`src/rtl/apb_regfile_completer.sv`:
```
// APB3 completer that serves a small register file.
//
// A transfer takes one setup cycle plus one access cycle. WAIT_CYCLES wait states (pready low) are
// inserted in the access phase before the transfer completes.
//
// Register map:
//   RW registers at 4*k for k = 0 .. NUM_REGS-1
//   0x40 STATUS (read-only), returns status_i as sampled in the completing cycle
//   0x44 WRCNT  (read-only), returns {16'h0, count of committed legal writes}
//
// A transfer is illegal when any of these holds:
//   - the address is misaligned
//   - the address maps to nothing
//   - it writes to a read-only word
// An illegal transfer completes with pslverr set and changes no state.
//
// Ports:
//   pclk, preset       clock; synchronous active-high reset
//   psel, penable      APB select and access-phase strobe
//   pwrite, paddr      direction and byte address
//   pwdata, pstrb      write data and per-byte write strobes
//   prdata             read data; zero unless completing a legal read
//   pready, pslverr    transfer completion and error response
//   status_i           live status word mapped at 0x40
//   regs_o             flattened RW registers, reg k at [32k+31:32k]
module apb_regfile_completer #(
  parameter int unsigned NUM_REGS    = 4,
  parameter int unsigned WAIT_CYCLES = 0,
  parameter logic [31:0] RESET_VAL   = 32'h0000_0000
) (
  input  logic                     pclk,
  input  logic                     preset,
  input  logic                     psel,
  input  logic                     penable,
  input  logic                     pwrite,
  input  logic [31:0]              paddr,
  input  logic [31:0]              pwdata,
  input  logic [3:0]               pstrb,
  output logic [31:0]              prdata,
  output logic                     pready,
  output logic                     pslverr,
  input  logic [31:0]              status_i,
  output logic [32*NUM_REGS-1:0]   regs_o
);

  localparam logic [31:0] StatusAddr = 32'h0000_0040;
  localparam logic [31:0] WrCntAddr  = 32'h0000_0044;
  localparam logic [31:0] RwLimit    = 32'(NUM_REGS * 4);

  typedef enum logic [0:0] {StIdle, StAccess} state_e;

  state_e      state_q, state_d;
  logic [3:0]  cnt_q, cnt_d;
  logic [31:0] regs_q [NUM_REGS];
  logic [31:0] regs_d [NUM_REGS];
  logic [15:0] wr_count_q, wr_count_d;

  // Address decode from the bus values held during the access phase.
  logic        aligned;
  logic        is_rw;
  logic        is_status;
  logic        is_wrcnt;
  logic        legal;
  logic [3:0]  reg_idx;
  logic        commit;
  logic [31:0] rd_word;

  assign aligned   = (paddr[1:0] == 2'b00);
  assign is_rw     = aligned && (paddr < RwLimit);
  assign is_status = (paddr == StatusAddr);
  assign is_wrcnt  = (paddr == WrCntAddr);
  assign legal     = is_rw || (!pwrite && (is_status || is_wrcnt));
  assign reg_idx   = paddr[5:2];

  // pready is a pure function of state and wait counter.
  assign pready = (state_q == StAccess) && (cnt_q == 4'd0);
  assign commit = pready && psel && penable;

  // FSM next state.
  always_comb begin
    state_d = state_q;
    cnt_d   = cnt_q;
    unique case (state_q)
      StIdle: begin
        // An enable without a preceding setup cycle is ignored.
        if (psel && !penable) begin
          state_d = StAccess;
          cnt_d   = 4'(WAIT_CYCLES);
        end
      end
      StAccess: begin
        if (!psel) begin
          // Master abandoned the transfer; nothing is committed.
          state_d = StIdle;
          cnt_d   = 4'd0;
        end else if (cnt_q != 4'd0) begin
          cnt_d = cnt_q - 4'd1;
        end else if (penable) begin
          state_d = StIdle;
        end
      end
      default: begin
        state_d = StIdle;
        cnt_d   = 4'd0;
      end
    endcase
  end

  // Register-file and write-counter updates.
  always_comb begin
    for (int k = 0; k < NUM_REGS; k++) begin
      regs_d[k] = regs_q[k];
    end
    wr_count_d = wr_count_q;
    if (commit && pwrite && legal) begin
      for (int k = 0; k < NUM_REGS; k++) begin
        if (reg_idx == 4'(k)) begin
          for (int b = 0; b < 4; b++) begin
            if (pstrb[b]) begin
              regs_d[k][8*b +: 8] = pwdata[8*b +: 8];
            end
          end
        end
      end
      // A write with all strobes off is still a legal write and is counted.
      wr_count_d = wr_count_q + 16'd1;
    end
  end

  // Read mux.
  always_comb begin
    rd_word = 32'h0;
    if (is_status) begin
      rd_word = status_i;
    end else if (is_wrcnt) begin
      rd_word = {16'h0, wr_count_q};
    end else if (is_rw) begin
      for (int k = 0; k < NUM_REGS; k++) begin
        if (reg_idx == 4'(k)) begin
          rd_word = regs_q[k];
        end
      end
    end
  end

  assign prdata  = (pready && !pwrite && legal) ? rd_word : 32'h0;
  assign pslverr = pready && !legal;

  always_ff @(posedge pclk) begin
    if (preset) begin
      state_q    <= StIdle;
      cnt_q      <= 4'd0;
      wr_count_q <= 16'd0;
      for (int k = 0; k < NUM_REGS; k++) begin
        regs_q[k] <= RESET_VAL;
      end
    end else begin
      state_q    <= state_d;
      cnt_q      <= cnt_d;
      wr_count_q <= wr_count_d;
      for (int k = 0; k < NUM_REGS; k++) begin
        regs_q[k] <= regs_d[k];
      end
    end
  end

  for (genvar k = 0; k < NUM_REGS; k++) begin : g_regs_o
    assign regs_o[32*k +: 32] = regs_q[k];
  end

endmodule

```
`config.mk`:
```
export PLATFORM = sky130hd
export DESIGN_NAME = apb_regfile_completer
export DESIGN_NICKNAME = d
export VERILOG_FILES = /design/src/rtl/apb_regfile_completer.sv
export SDC_FILE = /design/constraint.sdc
export NUM_CORES = 1
export LEC_CHECK = 0
export ABC_AREA = 1
export CAP_MARGIN = 40
export CORE_ASPECT_RATIO = 1.5
export CORE_UTILIZATION = 50
export DETAILED_ROUTE_END_ITERATION = 10
export PLACE_DENSITY_LB_ADDON = 0.2
export SYNTH_ARGS = -nofsm -noshare
export SYNTH_HDL_FRONTEND = slang
export SYNTH_SLANG_ARGS = --single-unit
```
`constraint.sdc`:
```
create_clock -name pclk -period 3.5 [get_ports pclk]
set_input_delay 0.7 -clock pclk [delete_from_list [all_inputs] [get_ports pclk]]
set_output_delay 0.7 -clock pclk [all_outputs]
set_load 0.01 [all_outputs]
```
Word-level counts from Yosys, hierarchy flattened:

Memories as Yosys holds them, arrays and structs flattened.
Cells that the tools add are included.

* bitwise operators: 5
* reduce and logical (&&, ||, !) cells: 21
* muxes and demuxes: 45
* magnitude comparators: 1
* eq/ne operators: 7
* add/sub/neg operators: 2

Operators with widths (count)
* 32-bit two-way mux: 16
* 128-bit two-way mux: 1
* 8-bit two-way mux: 16
* 32-bit by 7-bit == test with 1-bit output (second input constant): 2
* 32-bit by 5-bit less-than comparator with 1-bit output (second input constant): 1
* 16-bit by 1-bit adder with 16-bit output (second input constant): 1
* 4-bit two-way mux: 3
* 1-bit logical AND: 11
* 4-bit by 2-bit == test with 1-bit output (second input constant): 2
* 4-bit logical NOT: 2
* 4-bit one-hot mux with 2 select lines: 1
* 1-bit two-way mux: 7
* 4-bit by 1-bit == test with 1-bit output (second input constant): 1
* 1-bit OR: 4
* 4-bit nonzero test: 1
* 4-bit by 1-bit subtractor with 4-bit output (second input constant): 1
* 1-bit logical NOT: 3
* 3-bit by 2-bit inequality test with 1-bit output (second input constant): 1
* 2-bit logical NOT: 1
* 1-bit logical OR: 2
* 2-bit inequality test (second input constant): 1
* 1-bit one-hot mux with 2 select lines: 1
* 2-bit AND reduction: 1
* 1-bit NOT: 1

* flip-flop bits (word level): 21
* word-level logic and storage cells: 85
* output and inout port bits: 162
* memories kept: 1
* RAM bits: 128
* input bits: 105

Memories
* regs_q: words 4, bits a word 32, read ports 4, clocked after memory_dff 0, write ports 4, RTL line 54 `logic [31:0] regs_q [NUM_REGS];`

Depth between registers and ports, before layout:

* depth after elaboration: 9
* mapped depth: 14
* depth with buffers taken out: 12

Worst setup path after synthesis:

OpenSTA, ideal clock, no wires.

* kind: input-to-output
* start: in paddr[12]
* end: out prdata[10]
* stages: 11
* setup slack: 0.535 ns
* path buffers: 2
* arrival: 2.265 ns
* required time: 2.800 ns
* path through: nor2_1 nand2_1 nor2_2 inv_2 nor3_2 inv_2 nand2_4 buf_12 nand3_4 buf_2 a211oi_1

* cells in the longest elaborated chain, start to end: 6
* elaborated cells between the ends (all ways): 12
* classes of those cells: 1 x order compare; 2 x eq/ne; 4 x mux; 5 x reduce/logical

Ends and longest elaborated chain
* start, declared: RTL line 36 `input logic [31:0] paddr,`
* 32-bit by 5-bit less-than comparator with 1-bit output (tied with other cells): RTL line 69 `assign is_rw = aligned && (paddr < RwLimit);`
* 1-bit logical AND or 1-bit logical OR (tied branches): RTL line 69, 72
* 32-bit two-way mux or 1-bit logical AND (tied branches): RTL line 137, 72
* 32-bit two-way mux or 1-bit logical OR (tied branches): RTL line 135, 72
* 32-bit two-way mux or 1-bit logical AND (tied branches): RTL line 133, 146
* 32-bit two-way mux (*): RTL line 146 `assign prdata = (pready && !pwrite && legal) ? rd_word : 32'h0;`
* end, declared: RTL line 39 `output logic [31:0] prdata,`

Every way passes the cells marked *; elsewhere a longest branch is shown, timed or not.

Worst setup path in the final report:

* start: in paddr[3]
* end: out prdata[6]

* cells in the longest elaborated chain, start to end: 9
* elaborated cells between the ends (all ways): 20
* classes of those cells: 1 x order compare; 5 x eq/ne; 8 x mux; 6 x reduce/logical

Ends and longest elaborated chain (RTL line)
* branches (longest 8 deep; another with 32-bit by 5-bit less-than comparator with 1-bit output)
* 32-bit two-way mux (*): 146

Mark *: on every way between the ends.

==> summary.txt <==
CTS
  – Root Driver: clkbuf_16
  – H-tree lvl count: 4
  – CTS max path bufs: 2
  – Worst skew pair latency: 0.43 ns
  – TritonCTS clock tree: yes
  – CTS Sinks: 149
  – CTS Buf Count: 17
  – CTS clk-pin slew, worst paths: approximately 0.060 ns

Flow run
  – Max-Cap Viols: 0

Synthesis
  – Yosys reg bits: between 100 and 150
  – Register area share after synthesis: 36.9%
  – Mapped cell area: about 8100 sq um
  – Top post-synthesis cells by area: dfxtp_1, nand2_1, nor2_1
  – Yosys top cell by area: dfxtp_1
  – Avg Cell Area, Syn: around 6.4 sq um
  – Syn Inst Count: 1267
  – Syn nets: roughly 1400
  – Library cells used by synthesis: 37
  – Yosys warning count: 0
  – Synth top area share: 36.9%

Layout
  – Layout cell share with drive strength beyond 1: 11.3%
  – Fin util: around 76%
  – Non-Filler Instances: 1772
  – Most frequent cells in the layout: nand2_1, nor2_1, clkdlybuf4s50_1, inv_1, dfxtp_1
  – Fill cells: 1203
  – Net count, final: 1663
  – Commonest non-fill, non-tap cell in the layout: nand2_1
  – ANT cells: 0
  – Synthesis-to-finish area growth: 47.6%

STA
  – Final Hold Fails: 0
  – Fin crit period: between 3 and 4 ns
  – Worst Skew: approximately 0.01 ns
  – Final worst-path cycle share: 99.0%
  – Peak Freq: just under 0.3 GHz
  – Max_slew headroom: 73.5%
  – RSZ-0062 raised after global routing: yes
  – Final Slew Violations: 0
  – Measured slew at the worst slew-check pin: 0.397 ns
  – # setup viols final: 0

Critical path
  – Data required, critical path: 2.80 ns
  – Arrival time worst endpoint: 2.76 ns
  – Top Family by Delay on Critical Path: buffers and inverters
  – Worst Setup Start Kind: input pin
  – R2R Path Start: cnt_q[0]$_SDFFE_PP0P_
  – Worst setup EP type: output port
  – Crit-path max FO: 6
  – Crit path kind: input pin to output port
  – Slowest-stage cell, CP: clkdlybuf4s50_1
  – Worst Setup SP: paddr[3]
  – Critical path buffer and inverter count: 5
  – Crit-path max cell delay: about 0.50 ns
  – Worst-path cell chain: clkdlybuf4s50_1, nor2_2, nand2_4, buf_4, buf_4, o221ai_1, buf_4, nand4_1, a211oi_1, clkbuf_2
  – Most common cell on crit path: buf_4

Die
  – DIE AREA: 16700 sq um
  – DIE WIDTH: 106 microns
  – Row cnt: 56
  – Core Footprint: 15700 sq um
  – Num ports: about 270
  – Die Y-Extent: roughly 160 microns
  – Effective utilization at floorplan: 51.5%

Global routing
  – Total gr overflow: 0
  – All-Layer GR Usage: 32.9%
  – Initial antenna violation count: 0
  – Vias in the first global route: 8724
  – First-pass GRT wire length: 42900 microns
  – Largest net degree at the start of global routing: 53

Place
  – GP Congestion: 0.947
  – DP HPWL: around 19000 microns
  – Placed Cells: 1730
  – Port Buffers: about 270

Route
  – Total iterations of the first detailed-routing run: 5
  – Via Count: 9161
  – Routed Antenna Nets: 0
  – Residual DRC: 0
  – WL per Instance: 15.7 microns
  – Vias per cell: about 5.2
  – DRT iter0 DRCs: 531
  – WL final: 27800 microns

Outcome
  – Status: finished clean

Hold path
  – HP Start: cnt_q[1]$_SDFFE_PP0P_
  – HP Class: register to register

Power
  – Max VDD drop: 0.255 mV
  – Leak: 5.44 nW
  – Cell Pwr Density: 332 nW/um^2
==> per-layer routing <==
metal  vias to the layer above  wire length, microns  global-route usage (%)
met4                         0                  1230                    16.8
met1                      4192                 10300                    36.2
met3                        82                  2140                    7.70
met5                         -                     0                       0
met2                       378                 14000                    58.8
li1                       4509                     -                       -
==> kinds of logic after synthesis <==
| logic type | share of synthesized area (%) |
|---|---|
| buffers and inverters | 11.9 |
| AOI/OAI and AO/OA | 9.96 |
| adders and majority gates | 0.310 |
| xor gates and xnor gates | 1.41 |
| and+or+nand+nor | 39.4 |
| DFF | 36.9 |
==> power breakdown <==
part,switching [mW],total (mW),internal [mW],leakage [nW]
registers,0.00176,1.70,1.70,1.20
logic,0.137,0.281,0.144,3.94
clock network,0.767,1.97,1.21,0.293
==> final cells by class <==
class                      count  area, sq um  share of cell area [%]
clock inverter                13          196                    1.65
clock buffer                  19          433                    3.63
multi-input combinational    899         4250                    35.7
timing repair buffer         331         3200                    26.9
tap                          203          254                    2.13
inverter                     158          596                    5.00
sequential                   149         2980                    25.0
==> synth_stat cells, drive strengths merged <==
cell and instances:
nand2 399, nor2 312, inv 156, dfxtp 149, a21oi 50, buf 39, nand4 33, clkbuf 22
a211oi 16, o221ai 16, o2111ai 15, o211ai 15, nand3 10, xnor2 7, nor3 6, o21ai 6
xor2 6, clkinv 2, ha 2, nor4 2, o22ai 2, o21a 1, or2 1
==> worst reg2reg max path: cells and delay by family (launching register included) <==
kind	cells	cell delay (ns)
flops	1	0.32
compound gates	1	0.14
simple gates	6	0.84
buf+inv	3	0.74
fa+ha+maj	1	0.19
==> what timing repair did <==
item | CTS | global route
pin swaps | 6 | 12
setup buffers | 4 | 3
endpoints found under the setup margin | 33 | 33
gates cloned | 1 | 2
hold buffers | 0 | 0
endpoints found under the hold margin | 0 | 0
gates resized for setup | 65 | 79
==> path summary, 6_finish.rpt <==
kind                                                   end  slack, ns  depth (start not counted)
worst max-delay path                             prdata[6]       0.04                         10
worst max register to register  wr_count_q[7]$_SDFFE_PP0P_       1.21                         11
worst min-delay path                 cnt_q[1]$_SDFFE_PP0P_       0.47                          2
worst min register to register       cnt_q[1]$_SDFFE_PP0P_       0.47                          2
==> per-stage QoR <==
stage | worst slack (ns) | setup TNS [ns] | area [sq um] | hold WS (ns) | power [mW]
5_1_grt | -0.0257 | -0.138 | 11900 | 0.505 | 4.06
2_1_floorplan | 0.535 | 0 | 8080 | 0.426 | 1.82
3_3_place_gp | -0.309 | -8.53 | 11200 | 0.444 | 2.01
6_report | 0.0362 | 0 | 11900 | 0.471 | 3.95
3_5_place_dp | -0.442 | -10.97 | 11200 | 0.451 | 2.01
4_1_cts | 0.000419 | 0 | 11900 | 0.464 | 3.96
==> state kept, by name (all words and copies together) (netlist names) <==
name / cells
cnt_q: 4
regs_q: 128
state_q: 1
wr_count_q: 16
Power figures use the tool's default switching activity.
